**src/rtl/ps2_kbd_pkg.sv**
```systemverilog
// Shared constants, receiver state encoding and helper functions for the
// PS/2 keyboard front end and its voice allocator.
package ps2_kbd_pkg;

    localparam logic [7:0] SC_BREAK  = 8'hF0;
    localparam logic [7:0] SC_EXT    = 8'hE0;
    localparam logic [7:0] SLOT_FREE = 8'hF0;

    localparam int NUM_PLAYABLE = 20;

    // Scan codes that map to notes on the synthesizer keyboard.
    localparam logic [7:0] PLAYABLE_KEYS [NUM_PLAYABLE] = '{
        8'h1C, 8'h1B, 8'h23, 8'h2B, 8'h34, 8'h33, 8'h3B, 8'h42, 8'h4B, 8'h4C,
        8'h52, 8'h5B, 8'h4D, 8'h44, 8'h43, 8'h35, 8'h2C, 8'h24, 8'h1D, 8'h15
    };

    typedef enum logic [1:0] {
        RX_IDLE   = 2'd0,
        RX_DATA   = 2'd1,
        RX_PARITY = 2'd2,
        RX_STOP   = 2'd3
    } rx_state_e;

    // True when the code belongs to the playable-key table.
    function automatic logic is_playable(input logic [7:0] code);
        logic hit;
        hit = 1'b0;
        for (int i = 0; i < NUM_PLAYABLE; i++) begin
            hit = hit | (PLAYABLE_KEYS[i] == code);
        end
        return hit;
    endfunction

    // PS/2 uses odd parity over the data byte plus the parity bit.
    function automatic logic odd_parity_ok(input logic [7:0] data, input logic par);
        return ^{data, par};
    endfunction

endpackage

```
**src/rtl/ps2_rx_frame.sv**
```systemverilog
// PS/2 device-to-host frame receiver: input synchronisers, falling-edge
// detection, start/data/parity/stop framing and an inter-edge timeout.
module ps2_rx_frame #(
    parameter int CLK_HZ     = 50000000,
    parameter int TIMEOUT_US = 2000
) (
    input  logic       sys_clk,
    input  logic       reset,
    input  logic       rx_en,
    input  logic       ps2_clk,
    input  logic       ps2_dat,
    output logic       scan_valid,
    output logic [7:0] scan_code,
    output logic       frame_err
);
    import ps2_kbd_pkg::*;

    localparam int TMO_CYC = (CLK_HZ / 1000000) * TIMEOUT_US;
    localparam int TMO_W   = $clog2(TMO_CYC + 1);

    logic             clk_s1_q, clk_s1_d, clk_s2_q, clk_s2_d, clk_s3_q, clk_s3_d;
    logic             dat_s1_q, dat_s1_d, dat_s2_q, dat_s2_d;
    rx_state_e        state_q, state_d;
    logic [2:0]       bit_cnt_q, bit_cnt_d;
    logic [7:0]       shift_q, shift_d;
    logic             par_q, par_d;
    logic [TMO_W-1:0] tmo_q, tmo_d;
    logic             scan_valid_q, scan_valid_d;
    logic [7:0]       scan_code_q, scan_code_d;
    logic             frame_err_q, frame_err_d;
    logic             fall_s;
    logic             tmo_expire_s;

    // Falling edge of the synchronised PS/2 clock, masked during the init window.
    assign fall_s       = rx_en & clk_s3_q & ~clk_s2_q;
    assign tmo_expire_s = (state_q != RX_IDLE) && !fall_s && (tmo_q == TMO_W'(TMO_CYC - 1));

    // Next-state logic: synchronisers, frame FSM, timeout and result pulses.
    always_comb begin
        clk_s1_d     = ps2_clk;
        clk_s2_d     = clk_s1_q;
        clk_s3_d     = clk_s2_q;
        dat_s1_d     = ps2_dat;
        dat_s2_d     = dat_s1_q;
        state_d      = state_q;
        bit_cnt_d    = bit_cnt_q;
        shift_d      = shift_q;
        par_d        = par_q;
        scan_code_d  = scan_code_q;
        scan_valid_d = 1'b0;
        frame_err_d  = 1'b0;

        if (state_q == RX_IDLE || fall_s) begin
            tmo_d = '0;
        end else begin
            tmo_d = tmo_q + TMO_W'(1);
        end

        case (state_q)
            RX_IDLE: begin
                if (fall_s && !dat_s2_q) begin
                    state_d   = RX_DATA;
                    bit_cnt_d = 3'd0;
                end else begin
                    state_d = RX_IDLE;
                end
            end
            RX_DATA: begin
                if (fall_s) begin
                    shift_d = {dat_s2_q, shift_q[7:1]};
                    if (bit_cnt_q == 3'd7) begin
                        state_d = RX_PARITY;
                    end else begin
                        bit_cnt_d = bit_cnt_q + 3'd1;
                    end
                end else begin
                    state_d = RX_DATA;
                end
            end
            RX_PARITY: begin
                if (fall_s) begin
                    par_d   = dat_s2_q;
                    state_d = RX_STOP;
                end else begin
                    state_d = RX_PARITY;
                end
            end
            RX_STOP: begin
                if (fall_s) begin
                    state_d = RX_IDLE;
                    if (dat_s2_q && odd_parity_ok(shift_q, par_q)) begin
                        scan_valid_d = 1'b1;
                        scan_code_d  = shift_q;
                    end else begin
                        frame_err_d = 1'b1;
                    end
                end else begin
                    state_d = RX_STOP;
                end
            end
            default: begin
                state_d = RX_IDLE;
            end
        endcase

        // A stalled frame is abandoned; partial data is simply left unused.
        if (tmo_expire_s) begin
            state_d     = RX_IDLE;
            frame_err_d = 1'b1;
        end else begin
            frame_err_d = frame_err_d;
        end
    end

    // State and output registers.
    always_ff @(posedge sys_clk or negedge reset) begin
        if (!reset) begin
            clk_s1_q     <= 1'b1;
            clk_s2_q     <= 1'b1;
            clk_s3_q     <= 1'b1;
            dat_s1_q     <= 1'b1;
            dat_s2_q     <= 1'b1;
            state_q      <= RX_IDLE;
            bit_cnt_q    <= 3'd0;
            shift_q      <= 8'h00;
            par_q        <= 1'b0;
            tmo_q        <= '0;
            scan_valid_q <= 1'b0;
            scan_code_q  <= 8'h00;
            frame_err_q  <= 1'b0;
        end else begin
            clk_s1_q     <= clk_s1_d;
            clk_s2_q     <= clk_s2_d;
            clk_s3_q     <= clk_s3_d;
            dat_s1_q     <= dat_s1_d;
            dat_s2_q     <= dat_s2_d;
            state_q      <= state_d;
            bit_cnt_q    <= bit_cnt_d;
            shift_q      <= shift_d;
            par_q        <= par_d;
            tmo_q        <= tmo_d;
            scan_valid_q <= scan_valid_d;
            scan_code_q  <= scan_code_d;
            frame_err_q  <= frame_err_d;
        end
    end

    assign scan_valid = scan_valid_q;
    assign scan_code  = scan_code_q;
    assign frame_err  = frame_err_q;

endmodule

```
**src/rtl/ps2_key_voice_alloc.sv**
```systemverilog
// PS/2 keyboard front end: frame receiver plus make/break decoding that
// assigns held playable keys to the lowest free voice slot.
module ps2_key_voice_alloc #(
    parameter int NUM_VOICES  = 4,
    parameter int CLK_HZ      = 50000000,
    parameter int TIMEOUT_US  = 2000,
    parameter int INIT_CYCLES = 500
) (
    input  logic                    sys_clk,
    input  logic                    reset,
    input  logic                    ps2_clk,
    input  logic                    ps2_dat,
    input  logic                    clear_n,
    output logic                    scan_valid,
    output logic [7:0]              scan_code,
    output logic                    frame_err,
    output logic [NUM_VOICES-1:0]   voice_on,
    output logic [8*NUM_VOICES-1:0] voice_code,
    output logic                    overflow
);
    import ps2_kbd_pkg::*;

    localparam int INIT_W = (INIT_CYCLES > 0) ? $clog2(INIT_CYCLES + 1) : 1;

    logic [INIT_W-1:0]             init_q, init_d;
    logic                          rx_en_s;
    logic                          ext_q, ext_d, brk_q, brk_d;
    logic                          ovf_q, ovf_d;
    logic [NUM_VOICES-1:0]         von_q, von_d;
    logic [NUM_VOICES-1:0][7:0]    vcode_q, vcode_d;
    logic [NUM_VOICES-1:0]         match_s, free_s, alloc_oh_s;

    assign rx_en_s = (init_q == INIT_W'(INIT_CYCLES));

    ps2_rx_frame #(
        .CLK_HZ     (CLK_HZ),
        .TIMEOUT_US (TIMEOUT_US)
    ) u_rx (
        .sys_clk    (sys_clk),
        .reset      (reset),
        .rx_en      (rx_en_s),
        .ps2_clk    (ps2_clk),
        .ps2_dat    (ps2_dat),
        .scan_valid (scan_valid),
        .scan_code  (scan_code),
        .frame_err  (frame_err)
    );

    // Init counter saturates once the receiver is allowed to listen.
    always_comb begin
        if (rx_en_s) begin
            init_d = init_q;
        end else begin
            init_d = init_q + INIT_W'(1);
        end
    end

    // Slot lookup: which slots hold the current code, which are free, lowest free.
    always_comb begin
        for (int i = 0; i < NUM_VOICES; i++) begin
            match_s[i] = von_q[i] && (vcode_q[i] == scan_code);
            free_s[i]  = ~von_q[i];
        end
        alloc_oh_s = free_s & (~free_s + NUM_VOICES'(1));
    end

    // Prefix tracking and slot allocate/free; clear_n overrides any decode.
    always_comb begin
        ext_d   = ext_q;
        brk_d   = brk_q;
        von_d   = von_q;
        vcode_d = vcode_q;
        ovf_d   = 1'b0;

        if (!clear_n) begin
            ext_d   = 1'b0;
            brk_d   = 1'b0;
            von_d   = '0;
            vcode_d = {NUM_VOICES{SLOT_FREE}};
        end else if (scan_valid) begin
            case (scan_code)
                SC_EXT: begin
                    ext_d = 1'b1;
                end
                SC_BREAK: begin
                    brk_d = 1'b1;
                end
                default: begin
                    ext_d = 1'b0;
                    brk_d = 1'b0;
                    if (ext_q) begin
                        ovf_d = 1'b0;
                    end else if (brk_q) begin
                        for (int i = 0; i < NUM_VOICES; i++) begin
                            if (match_s[i]) begin
                                von_d[i]   = 1'b0;
                                vcode_d[i] = SLOT_FREE;
                            end else begin
                                von_d[i] = von_d[i];
                            end
                        end
                    end else if (is_playable(scan_code) && (match_s == '0)) begin
                        if (free_s != '0) begin
                            for (int i = 0; i < NUM_VOICES; i++) begin
                                if (alloc_oh_s[i]) begin
                                    von_d[i]   = 1'b1;
                                    vcode_d[i] = scan_code;
                                end else begin
                                    von_d[i] = von_d[i];
                                end
                            end
                        end else begin
                            ovf_d = 1'b1;
                        end
                    end else begin
                        ovf_d = 1'b0;
                    end
                end
            endcase
        end else begin
            ovf_d = 1'b0;
        end
    end

    // Decoder and init-counter registers.
    always_ff @(posedge sys_clk or negedge reset) begin
        if (!reset) begin
            init_q  <= '0;
            ext_q   <= 1'b0;
            brk_q   <= 1'b0;
            ovf_q   <= 1'b0;
            von_q   <= '0;
            vcode_q <= {NUM_VOICES{SLOT_FREE}};
        end else begin
            init_q  <= init_d;
            ext_q   <= ext_d;
            brk_q   <= brk_d;
            ovf_q   <= ovf_d;
            von_q   <= von_d;
            vcode_q <= vcode_d;
        end
    end

    assign voice_on   = von_q;
    assign voice_code = vcode_q;
    assign overflow   = ovf_q;

endmodule

```
**config.mk**
```make
export PLATFORM = sky130hd
export DESIGN_NAME = ps2_key_voice_alloc
export DESIGN_NICKNAME = d
export VERILOG_FILES = /design/src/rtl/ps2_kbd_pkg.sv /design/src/rtl/ps2_rx_frame.sv /design/src/rtl/ps2_key_voice_alloc.sv
export SDC_FILE = /design/constraint.sdc
export NUM_CORES = 1
export LEC_CHECK = 0
export ABC_AREA = 1
export BUFFER_PORTS_ARGS = -buffer_cell sky130_fd_sc_hd__buf_2
export CAP_MARGIN = 10
export CORE_MARGIN = 2
export CORE_UTILIZATION = 40
export CTS_CLUSTER_SIZE = 25
export DETAILED_ROUTE_END_ITERATION = 12
export PLACE_DENSITY = 0.62
export SLEW_MARGIN = 20
export SYNTH_ARGS = -nofsm -noshare
export SYNTH_HDL_FRONTEND = slang
export SYNTH_SLANG_ARGS = --single-unit
```
**constraint.sdc**
```tcl
create_clock -name sys_clk -period 4.4 [get_ports sys_clk]
set_clock_uncertainty 0.2 [all_clocks]
set_input_delay 0.88 -clock sys_clk [delete_from_list [all_inputs] [get_ports sys_clk]]
set_output_delay 0.88 -clock sys_clk [all_outputs]
set_load 0.01 [all_outputs]
```
## Yosys cells after proc, flatten, opt, wreduce, memory -nomap -nowiden

Index checks and enable logic that the tools add are counted.

| word-level totals | value |
|---|---|
| register bits | 94 |
| latch bits | 0 |
| memory bits (writable) | 0 |
| ROM bits | 0 |
| input port bits | 5 |
| output and inout bits | 47 |
| logic and storage cells | 199 |
| memories kept | 0 |

| cells by class | value |
|---|---|
| add/subtract/negate cells | 4 |
| $mul | 0 |
| div/mod/pow operators | 0 |
| order comparisons | 0 |
| equality and inequality tests | 51 |
| shifts and indexed selects | 0 |
| multiplexer cells | 62 |
| bitwise gates (word level) | 28 |
| reductions and logical operators | 29 |

Operators with widths:

| operator | number |
|---|---|
| $mux 32 | 7 |
| $eq 6x8->1 const A | 8 |
| $eq 7x8->1 const A | 8 |
| $mux 8 | 8 |
| $eq 5x8->1 const A | 4 |
| $eq 8x8->1 | 4 |
| $mux 1 | 28 |
| $mux 4 | 7 |
| $reduce_and 7->1 | 4 |
| $or 1x1->1 | 19 |
| $ne 3x1->1 const B | 6 |
| $add 17x1->17 const B | 1 |
| $eq 17x17->1 const B | 1 |
| $mux 17 | 1 |
| $eq 8x8->1 const B | 2 |
| $ne 2x2->1 const B | 6 |
| $ne 3x2->1 const B | 4 |
| $add 9x1->9 const B | 1 |
| $eq 9x9->1 const B | 1 |
| $logic_and 1x1->1 | 9 |
| $mux 3 | 3 |
| $reduce_xor 9->1 | 1 |
| $mux 2 | 4 |
| $pmux 2 s4 | 1 |
| 23 further kinds | 36 |

## Logic depth before layout (Yosys ltp)

Gate-level depths: netlist of the first run.

| depth | value |
|---|---|
| depth after elaboration | 27 |
| gate-level depth with buffers | 17 |

## Modules after synthesis

A second synthesis of the first run with hierarchy kept.

| second synthesis, totals | value |
|---|---|
| cells, all modules | 702 |
| area, all modules | 5,301.3 sq um |

By module, submodules not included:

| module | times used | cells an instance | area an instance (sq um) | sequential area each (sq um) |
|---|---|---|---|---|
| ps2_key_voice_alloc | 1 | 422 | 3,002.9 | 1,221.2 |
| ps2_rx_frame | 1 | 280 | 2,298.5 | 1,157.4 |

## Least setup slack after synthesis of the first run

Ideal clock, no wire load.

| timing | value |
|---|---|
| path kind | input port to flip-flop |
| from | input port clear_n |
| to | register von_q[3] (netlist: voice_on[3]) |
| library setup time | 66 ps |
| arrival time | 1,802 ps |
| data required time | 4,134 ps |
| path slack | 2,333 ps |
| stages on the path | 8 |
| path through | inv_2 -> nor2_1 -> inv_2 -> a21oi_1 -> nor2_8 -> nand3_4 -> nand2_1 -> nand2_1 |

| between the ends | value |
|---|---|
| word-level cells in the longest chain between the ends | 2 |

Ends and longest elaborated chain:

| what | line | RTL |
|---|---|---|
| start: declaration | ps2_key_voice_alloc.sv:13 | `input logic clear_n,` |
| $ne 3x2->1 (no source line) (tied with other cells) | n/a |  |
| $reduce_and 7->1 (no source line) | n/a |  |
| end signal: assignment | ps2_key_voice_alloc.sv:139 | `von_q <= von_d;` |
| end: declaration | ps2_key_voice_alloc.sv:29 | `logic [NUM_VOICES-1:0] von_q, von_d;` |

Parallel ways exist; a longest one is shown, timed or not.
A chain may end at the register's enable or synchronous reset.

## Worst setup path in the final report of the first run

| timing | value |
|---|---|
| from | register u_rx.scan_code_q[3] (netlist: u_rx.scan_code[3]) |
| to | register vcode_q (netlist bit voice_code[0]) |

| between the ends | value |
|---|---|
| word-level cells in the longest chain between the ends | 23 |

Ends and longest elaborated chain:

| what | line | RTL |
|---|---|---|
| start: declaration | ps2_rx_frame.sv:29 | `logic [7:0] scan_code_q, scan_code_d;` |
| start signal: assignment | ps2_rx_frame.sv:143 | `scan_code_q <= scan_code_d;` |
| $eq 5x8->1 | ps2_kbd_pkg.sv:29 | `hit = hit \| (PLAYABLE_KEYS[i] == code);` |
| $or 1x1->1 (19 in a row) | ps2_kbd_pkg.sv:29 |  |
| $logic_and 1x1->1 | ps2_key_voice_alloc.sv:102 | `end else if (is_playable(scan_code) && (match_s == '0)) begin` |
| $ne 3x1->1 (no source line) | n/a |  |
| $reduce_and 7->1 (no source line) * | n/a |  |
| end signal: assignment | ps2_key_voice_alloc.sv:133 | `vcode_q <= {NUM_VOICES{SLOT_FREE}};` |
| end signal: assignment | ps2_key_voice_alloc.sv:140 | `vcode_q <= vcode_d;` |
| end: declaration | ps2_key_voice_alloc.sv:30 | `logic [NUM_VOICES-1:0][7:0] vcode_q, vcode_d;` |

Mark *: on every way between the ends. The rest lies on a longest branch, timed or not.

==> results of run 1 <==
power by group through the flow:
stage                     clock, µW  sequential [µW]  combinational, µW
after global routing            858              993                272
after global placement            0             1000                240
after CTS                       828              986                242
after floorplan                   0              999                135
after detailed placement          0             1000                242
final                           804              986                238
critical path, delay by kind of cell, from the launching register on:
kind	cells	cell delay [ps]
buffers and inverters	2	230
DFF	1	560
and+or+nand+nor	12	1340
cell families after synthesis:
family	count (synthesis)	synth area share
and+or+nand+nor	404	0.3652
buffers and inverters	99	0.08715
adders and majority gates	5	0.01200
AOI/OAI and AO/OA	38	0.03842
muxes	1	0.002161
xor gates and xnor gates	23	0.03866
DFF	94	0.4564
routing by layer:
metal / wire length, µm / vias to the layer above / track usage / share of wire
li1: - / 2208 / - / -
met1: 5520 / 2052 / 0.2374 / 0.44
met2: 5980 / 108 / 0.3118 / 0.48
met3: 615 / 29 / 0.04923 / 0.050
met4: 297 / 0 / 0.07681 / 0.024
met5: 0 / - / 0 / 0
path summary, 6_finish.rpt:
path | from | to
min | u_rx.dat_s1_q | u_rx.dat_s2_q
max in group asynchronous | reset | u_rx.dat_s1_q
min reg2reg | u_rx.dat_s1_q | u_rx.dat_s2_q
max reg2reg | u_rx.scan_code[3] | voice_code[0]
min in group asynchronous | reset | voice_code[24]
max | u_rx.scan_code[3] | voice_code[0]
cell usage after synthesis (8+ instances only):
| cell type | number | area (µm²) |
|---|---|---|
| a21oi_1 | 14 | 70.07 |
| buf_2 | 8 | 40.04 |
| dfrtp_1 | 73 | 1827 |
| dfstp_2 | 21 | 551.8 |
| inv_1 | 62 | 232.7 |
| inv_2 | 15 | 56.30 |
| nand2_1 | 233 | 874.6 |
| nand2_2 | 8 | 50.05 |
| nand3_1 | 20 | 100.1 |
| nand4_1 | 50 | 312.8 |
| nor2_1 | 55 | 206.5 |
| nor3_1 | 9 | 45.04 |
| o21ai_0 | 12 | 60.06 |
| o21ai_1 | 9 | 45.04 |
| xnor2_1 | 8 | 70.07 |
| xor2_1 | 15 | 131.4 |
registers in the layout, summed over array words and instances, names as in the netlist:
signal and count:
voice_code 32, u_rx.tmo_q 17, init_q 9, u_rx.scan_code 8, u_rx.shift_q 8, voice_on 4, u_rx.bit_cnt_q 3, u_rx.state_q 2
brk_q 1, ext_q 1, overflow 1, u_rx.clk_s1_q 1, u_rx.clk_s2_q 1, u_rx.clk_s3_q 1, u_rx.dat_s1_q 1, u_rx.dat_s2_q 1
u_rx.frame_err 1, u_rx.par_q 1, u_rx.scan_valid 1
cell type report:
cell class              count  area, µm²
clock buffers              10      239.0
clock inverters             6      66.31
fillers                  1275       6805
inverters                  80      307.8
multi-input cells         471       2379
flip-flops and latches     94       2379
well taps                 172      215.2
repair buffers             54      280.3
stage by stage:
| step | hold WS, ps | instances |
|---|---|---|
| after floorplan | 145.2 | 664 |
| after global placement | 146.1 | 871 |
| after detailed placement | 146.9 | 871 |
| after CTS | 156.9 | 887 |
| after global routing | 160.3 | 887 |
| final | 156.7 | 887 |
==> impl_metrics.json, run 1 <==
{
  "relative_slew_slack": 0.3705,
  "max_freq_ghz": 0.4047,
  "rsz0062_at_grt": "no",
  "internal-power_uw": 1472,
  "final_common_cell": "nand2_1",
  "finish.net_count": 720,
  "synth_ff_type": "dfrtp_1",
  "critical-path-top-cell-by-count": "nand2_1",
  "cellLeakagePower_uw": 0.002994,
  "worstHoldPathCells": 0,
  "die_area_mm2": 0.01396,
  "core_region_area_mm2": 0.01267,
  "ys_seq_area_frac": 0.4564,
  "clock_share_of_power": 0.396,
  "fp.dieW_um": 118.1,
  "status": "finished, final reports clean",
  "ant_nets": 0,
  "finalMaxSlewViolations": 0,
  "cts_h_tree_lvls": 3,
  "cells_after_synth": 664,
  "cts-root-buf": "clkbuf_16",
  "critPathKind": "reg -> reg",
  "synth-edff-count": 0,
  "p_per_cell_area_mw_per_mm2": 345.6,
  "worstSetupStartpointType": "flop",
  "timing.critical_path.slowest_stage_cell": "dfrtp_1",
  "final_cell_mix": "nand2_1 (233), dfrtp_1 (73), inv_1 (62)",
  "pwr-share-seq": 0.486,
  "route.vias.total": 4397,
  "netlist_area_mm2": 0.005211,
  "post-route-period-util": 0.5616,
  "ir_drop_mv": 0.1815,
  "number_of_global_route_vias_before_repair": 4260,
  "crit_chain": "inv_4 -> nand2_1 -> nand2_1 -> inv_2 -> nand2_1 -> nor2_1 -> nand3_1 -> nand2_1 -> nor2_1 -> nand2_2 -> nand2_4 -> nand3_4 -> nand2_1 -> nand2_1",
  "worst_slew_pin_slew_ps": 944.3,
  "power.share.switching": 0.2739,
  "post_drt_via_cell_ratio": 4.957,
  "postCtsHoldBufs": 0,
  "placement_rows": 41,
  "design_area_mm2": 0.005866,
  "starting_density_of_the_core": 0.4113,
  "detail_route.first_pass.iterations": 5,
  "clock_latency_ps": 350,
  "largest_net_degree_at_the_start_of_global_routing": 76,
  "timing.critical_path.fanout_max": 40,
  "critPathArrivalTime_ps": 2510,
  "total_switching_power_uw": 555.4,
  "die_height_um": 118.1,
  "maxCapViolCount": 0,
  "critical-path-max-stage-delay_ps": 560,
  "clock-sinks": 94,
  "rr_worst_depth": 14,
  "grt_pass1_wl_um": 21110,
  "cts.path.max_buffers": 2,
  "cts_resized": 0,
  "setup-violations-final": 0,
  "tns_setup_ps": 0,
  "share_of_async_settable_or_async_resettable_flops_after_synthesis": 1.000,
  "post_drt_wl_per_cell_um": 14.00,
  "final_layout_size_suffix_gt1_frac": 0.1986,
  "first_iter_violations": 268,
  "clk_pin_slew_ps": 70,
  "tritoncts.num_buffers": 9,
  "crit_path_end_kind": "flop",
  "detailedPlacementHpwl_um": 9037,
  "cts_tree": "yes",
  "detail_route.wirelength_um": 12410,
  "layout.core_utilization": 0.4629,
  "yosysWarnings": 0,
  "worstPathRequired_ps": 4430,
  "finalWorstPathRequiredPeriod_ps": 2471,
  "placement.setup.worst_slack_ps": 1915,
  "regToRegSetupSlack_ps": 1930,
  "antenna_cells": 0,
  "final_critical_path_setup_slack_ps": 1929,
  "grt_util_all_layers": 0.1897,
  "syn2layout_area_growth_pct": 12.56,
  "pin_count": 52,
  "post-layout-total-power_uw": 2027,
  "grt_antenna_before_repair": 0,
  "synth_seq_cells": 94,
  "dpl-instance-area_mm2": 0.005560,
  "number_of_setup_buffers_added_after_cts": 0,
  "syn_nets": 674,
  "finalHoldViolations": 0,
  "hold_path_class": "reg -> reg",
  "combinationalPowerShare": 0.117,
  "numPortBuffers": 51,
  "syn_area_per_cell_um2": 7.848,
  "gp_congestion": 0.9231,
  "synth_cell_type_count": 37,
  "overflow": 0,
  "drc": 0
}
No activity file was read; power rests on OpenSTA's default activity.
==> run 2, diff against run 1 <==
clock period = 2.34 ns   (was 4.4 ns; I/O delays follow)
==> impl_metrics.json, run 2 (synthesized netlist as in run 1, its figures left out) <==
{
  "status": "finished, final reports clean",
  "clock-sinks": 94,
  "tns_setup_ps": 0,
  "max_freq_ghz": 0.4587,
  "drc": 0,
  "post_drt_wl_per_cell_um": 14.52,
  "timing.critical_path.slowest_stage_cell": "dfrtp_1",
  "final_layout_size_suffix_gt1_frac": 0.2272,
  "holdCritStartpoint": "ps2_dat",
  "cts.path.max_buffers": 2,
  "critical-path-max-stage-delay_ps": 390,
  "holdWs_ps": 17.72,
  "first_iter_violations": 352,
  "pin_count": 52,
  "critPathKind": "reg -> reg",
  "die_height_um": 118.1,
  "syn2layout_area_growth_pct": 16.90,
  "number_of_flip_flops_under_the_largest_register_name": 32,
  "clk_pin_slew_ps": 70,
  "antenna_cells": 0,
  "route.vias.total": 4500,
  "placement_rows": 41,
  "worst_slew_pin_slew_ps": 458.3,
  "hold_path_class": "in -> reg",
  "timing.critical_path.max_delay_family": "simple AND/OR/NAND/NOR gates",
  "overflow": 0,
  "regToRegSetupSlack_ps": 160,
  "worst_r2r_startpoint": "init_q[0]",
  "numPortBuffers": 51,
  "final_common_cell": "nand2_1",
  "cts_h_tree_lvls": 3,
  "finalHoldViolations": 0,
  "worstSetupStartpointType": "flop",
  "post-route-period-util": 0.9316,
  "number_of_global_route_vias_before_repair": 4269,
  "cellLeakagePower_uw": 0.003131,
  "starting_density_of_the_core": 0.4113,
  "design_area_mm2": 0.006092,
  "finish.net_count": 740,
  "timing.rr.end": "u_rx.bit_cnt_q[1]",
  "largest_net_degree_at_the_start_of_global_routing": 34,
  "finalWorstPathRequiredPeriod_ps": 2180,
  "cts_tree": "yes",
  "detail_route.wirelength_um": 13170,
  "tritoncts.num_buffers": 9,
  "core_region_area_mm2": 0.01267,
  "ir_drop_mv": 0.4657,
  "final_cell_mix": "nand2_1 (233), dfrtp_1 (67), inv_1 (62)",
  "timing.critical_path.fanout_max": 10,
  "finalMaxSlewViolations": 0,
  "final_critical_path_setup_slack_ps": 160.1,
  "post_drt_via_cell_ratio": 4.961,
  "bufs_and_invs_on_worst_path": 2,
  "detailedPlacementHpwl_um": 9986,
  "crit_path_end_kind": "flop",
  "setup-violations-final": 0,
  "hold_end": "u_rx.dat_s1_q",
  "p_per_cell_area_mw_per_mm2": 636.3,
  "maxCapViolCount": 0,
  "worstPathRequired_ps": 2370,
  "critPathArrivalTime_ps": 2210,
  "relative_slew_slack": 0.6935,
  "die_area_mm2": 0.01396,
  "detail_route.first_pass.iterations": 5,
  "cts-root-buf": "clkbuf_16",
  "rsz0062_at_grt": "yes",
  "grt_antenna_before_repair": 0,
  "clock_latency_ps": 350,
  "fp.dieW_um": 118.1,
  "worstHoldPathCells": 1,
  "crit_chain": "inv_1 -> ha_1 -> nand2_1 -> nor3_2 -> nand2_2 -> inv_2 -> nand2_2 -> nor3_4 -> a21boi_4 -> nand2_1 -> o21ai_1",
  "dpl-instance-area_mm2": 0.005703,
  "gp_congestion": 0.9135,
  "placement.setup.worst_slack_ps": 8.417,
  "grt_util_all_layers": 0.1963,
  "grt_pass1_wl_um": 21780,
  "ant_nets": 0,
  "rr_worst_depth": 11
}
-- run 2: changes by cell type in the layout (fill, tap and decap cells not counted), moves of 2 or more --
| cell | previous run | this run |
|---|---|---|
| buf_12 | 0 | 3 |
| clkinv_2 | 2 | 0 |
| dfrtp_2 | 0 | 6 |
| dfrtp_1 | 73 | 67 |
| clkinv_4 | 1 | 3 |
| buf_4 | 4 | 20 |
-- run 2: how the worst max path moves through the flow --
stage | end | start | cells past startpoint | slack (ps)
after floorplan | u_rx.bit_cnt_q[0] | init_q[0] | 11 | 460
after global placement | voice_on[3] | u_rx.scan_code[6] | 16 | 40
after detailed placement | voice_on[3] | u_rx.scan_code[6] | 16 | 8
after CTS | voice_on[3] | u_rx.scan_code[1] | 14 | 90
after global routing | u_rx.shift_q[6] | init_q[0] | 11 | -20
final | u_rx.bit_cnt_q[1] | init_q[0] | 11 | 160
-- run 2: through the flow --
stage / instances / util / total power, µW
floorplan: 664 / - / 2132
global placement: 885 / 0.4501 / 2369
detailed placement: 885 / 0.4501 / 2374
CTS: 902 / 0.4761 / 3925
global route: 907 / 0.4808 / 4043
finish: 907 / 0.4808 / 3876
-- run 2: routing by layer --
layer | part of all wire | GRT usage | vias to the layer above | wire length (µm)
met5 | 0 | 0 | - | 0
met4 | 0.017 | 0.05422 | 0 | 220
met3 | 0.047 | 0.03378 | 16 | 621
met2 | 0.51 | 0.3436 | 124 | 6676
met1 | 0.43 | 0.2494 | 2106 | 5653
li1 | - | - | 2254 | -
-- run 2: cell type report --
cell class                 instances  area (µm²)
sequential                        94        2386
timing repair buffer              74       470.5
fill                            1287        6579
tap                              172       215.2
inverter                          80       310.3
clock inverter                     7       92.59
clock buffer                       9       225.2
multi-input combinational        471        2392
-- run 2: power breakdown --
part,switching (µW),internal [µW]
clock network,680,855
registers,101,1750
logic,311,182
total,1090,2780
-- run 2: worst register-to-register path: cells and delay by family, from the launching register on --
family                   cells  cell delay, ps
AO/OA/AOI/OAI                2             210
AND/OR/NAND/NOR              6             920
flip-flops                   1             390
adder cells (fa/ha/maj)      1             170
buffers and inverters        2             180
-- run 2: timing repair --
item                                   in CTS  in global routing
setup buffers                               0                  5
setup endpoints to repair                  14                 45
hold buffers                                1                  0
endpoints found under the hold margin      23                  0
pin swaps                                   0                  1
resized for setup                           1                  8
==> run 3, diff against run 2 <==
ABC_AREA = unset   (was 1)
HOLD_SLACK_MARGIN = 0.03   (was unset)
==> impl_metrics.json, run 3 <==
{
  "grt_pass1_wl_um": 22600,
  "failed_checks": "setup timing",
  "cts-root-buf": "clkbuf_16",
  "synth_ff_type": "dfrtp_1",
  "final_common_cell": "buf_4",
  "tns_setup_ps": -1220,
  "setup-violations-final": 18,
  "yosysWarnings": 0,
  "detailedPlacementHpwl_um": 9789,
  "regToRegSetupSlack_ps": -160,
  "critical-path-max-stage-delay_ps": 520,
  "final_layout_size_suffix_gt1_frac": 0.4368,
  "maxCapViolCount": 0,
  "synth-edff-count": 0,
  "share_of_async_settable_or_async_resettable_flops_after_synthesis": 1.000,
  "critPathArrivalTime_ps": 2540,
  "dpl-instance-area_mm2": 0.006272,
  "timing.rr.end": "voice_code[26]",
  "timing.critical_path.depth": 6,
  "post-route-period-util": 1.067,
  "grt_antenna_before_repair": 0,
  "top_cell_type_s_share_of_synthesized_area": 0.3578,
  "rsz0062_at_grt": "yes",
  "core_region_area_mm2": 0.01252,
  "ir_drop_mv": 0.4409,
  "number_of_flip_flops_under_the_largest_register_name": 32,
  "post_drt_wl_per_cell_um": 17.04,
  "status": "complete, but fails checks",
  "worstSetupStartpointType": "flop",
  "rr_worst_depth": 6,
  "syn_area_per_cell_um2": 9.932,
  "layout.core_utilization": 0.5699,
  "relative_slew_slack": 0.6655,
  "timing.critical_path.slowest_stage_cell": "dfrtp_2",
  "synth_seq_cells": 94,
  "timing.critical_path.max_delay_family": "simple AND/OR/NAND/NOR gates",
  "antenna_cells": 0,
  "p_per_cell_area_mw_per_mm2": 468.6,
  "clock_latency_ps": 360,
  "tritoncts.num_buffers": 9,
  "cts_h_tree_lvls": 3,
  "starting_density_of_the_core": 0.4078,
  "final_critical_path_setup_slack_ps": -157.7,
  "netlist_top_cells_count": "dfrtp_1 (73), nor2_1 (46), xnor2_1 (46)",
  "ys_seq_area_frac": 0.4659,
  "die_height_um": 117.0,
  "worst_r2r_startpoint": "u_rx.scan_code[7]",
  "detail_route.wirelength_um": 14400,
  "clock-sinks": 94,
  "final_cell_mix": "buf_4 (105), dfrtp_1 (67), buf_2 (50)",
  "netlist_area_mm2": 0.005105,
  "cellLeakagePower_uw": 0.003150,
  "overflow": 0,
  "cts.path.max_buffers": 2,
  "placement.setup.worst_slack_ps": -303.5,
  "hold_path_class": "reg -> reg",
  "pin_count": 52,
  "synth_cell_type_count": 57,
  "finalMaxSlewViolations": 0,
  "holdWs_ps": 155.9,
  "route.vias.total": 4572,
  "design_area_mm2": 0.007133,
  "fp.dieW_um": 117.0,
  "first_iter_violations": 294,
  "syn2layout_area_growth_pct": 39.73,
  "max_freq_ghz": 0.4004,
  "largest_net_degree_at_the_start_of_global_routing": 48,
  "clk_pin_slew_ps": 60,
  "grt_util_all_layers": 0.2151,
  "bufs_and_invs_on_worst_path": 0,
  "ant_nets": 0,
  "die_area_mm2": 0.01368,
  "timing.critical_path.fanout_max": 8,
  "numPortBuffers": 51,
  "post-synth-top-count-cell": "dfrtp_1",
  "crit_chain": "and4b_4 -> a211o_4 -> nor4_4 -> nor3_2 -> or3_4 -> a32o_1",
  "placement_rows": 41,
  "synth.top_cells.by_area": "dfrtp_1 (36%), dfstp_2 (11%), xnor2_1 (7.9%), nor2_1 (3.4%), nand2_1 (2.9%)",
  "cells_after_synth": 514,
  "drc": 0,
  "synth_top_cell_by_area": "dfrtp_1",
  "finish.net_count": 678,
  "finalWorstPathRequiredPeriod_ps": 2498,
  "gp_congestion": 0.9055,
  "detail_route.first_pass.iterations": 5,
  "worst_slew_pin_slew_ps": 498.4,
  "critPathKind": "reg -> reg",
  "finalHoldViolations": 0,
  "startpoint": "u_rx.scan_code[7]",
  "number_of_global_route_vias_before_repair": 4519,
  "worstPathRequired_ps": 2380,
  "post_drt_via_cell_ratio": 5.411,
  "cts_tree": "yes",
  "crit_path_end_kind": "flop",
  "endpoint": "voice_code[26]",
  "syn_nets": 524
}
-- run 3: changes by cell type after synthesis, moves of 12 or more --
cell and delta:
a32oi_1 +12, clkbuf_1 +15, inv_1 -39, inv_2 -15, nand2_1 -194, nand4_1 -40
xnor2_1 +38
-- run 3: area by class of cell --
class | instances | area, µm²
clock buffer | 12 | 256.5
multi-input combinational | 366 | 2844
clock inverter | 4 | 31.28
inverter | 23 | 86.33
timing repair buffer | 174 | 1314
sequential | 94 | 2386
tap | 172 | 215.2
fill | 1107 | 5384
-- run 3: per-stage QoR --
step	power [µW]	instances
3_5_place_dp	1932	805
4_1_cts	3368	831
6_report	3343	845
5_1_grt	3480	845
2_1_floorplan	1800	514
3_3_place_gp	1928	805
-- run 3: per-layer routing --
| metal | up-vias | track usage | part of all wire |
|---|---|---|---|
| li1 | 2153 | - | - |
| met2 | 158 | 0.3595 | 0.50 |
| met1 | 2239 | 0.2697 | 0.42 |
| met3 | 22 | 0.04789 | 0.057 |
| met4 | 0 | 0.09098 | 0.024 |
| met5 | - | 0 | 0 |
-- run 3: worst min-delay path by stage --
| stage | startpoint | endpoint | slack, ps | cells after the start |
|---|---|---|---|---|
| after floorplan | reset | brk_q | -30 | 0 |
| after global placement | u_rx.clk_s1_q | u_rx.clk_s2_q | 150 | 0 |
| after detailed placement | u_rx.clk_s1_q | u_rx.clk_s2_q | 150 | 0 |
| after CTS | u_rx.clk_s1_q | u_rx.clk_s2_q | 160 | 0 |
| after global routing | u_rx.clk_s1_q | u_rx.clk_s2_q | 160 | 0 |
| final | u_rx.clk_s1_q | u_rx.clk_s2_q | 160 | 0 |
-- run 3: what timing repair did --
item                                   in CTS  in global routing
hold buffers                                3                  0
endpoints found under the hold margin      24                  0
gates resized for setup                    28                 62
setup endpoints to repair                  44                 47
setup buffers                               7                 11
cloned                                      0                  3
pin swaps                                   6                 12
-- run 3: where the power goes --
part | internal (µW) | leakage (µW) | total (µW) | switching, µW
Combinational | 103 | 0.00180 | 242 | 139
Clock | 782 | 0.000131 | 1420 | 635
Sequential | 1660 | 0.00122 | 1680 | 18.7
-- run 3: cells by family (layout without fill, tap and decap cells) --
group,count (synthesis),after routing,synth area share
adder cells (fa/ha/maj),5,5,0.01225
buffers and inverters,54,213,0.04829
multiplexers,19,19,0.04142
AND/OR/NAND/NOR,193,193,0.1983
flip-flops,94,94,0.4659
XOR/XNOR,61,61,0.1074
AO/OA/AOI/OAI,88,88,0.1265
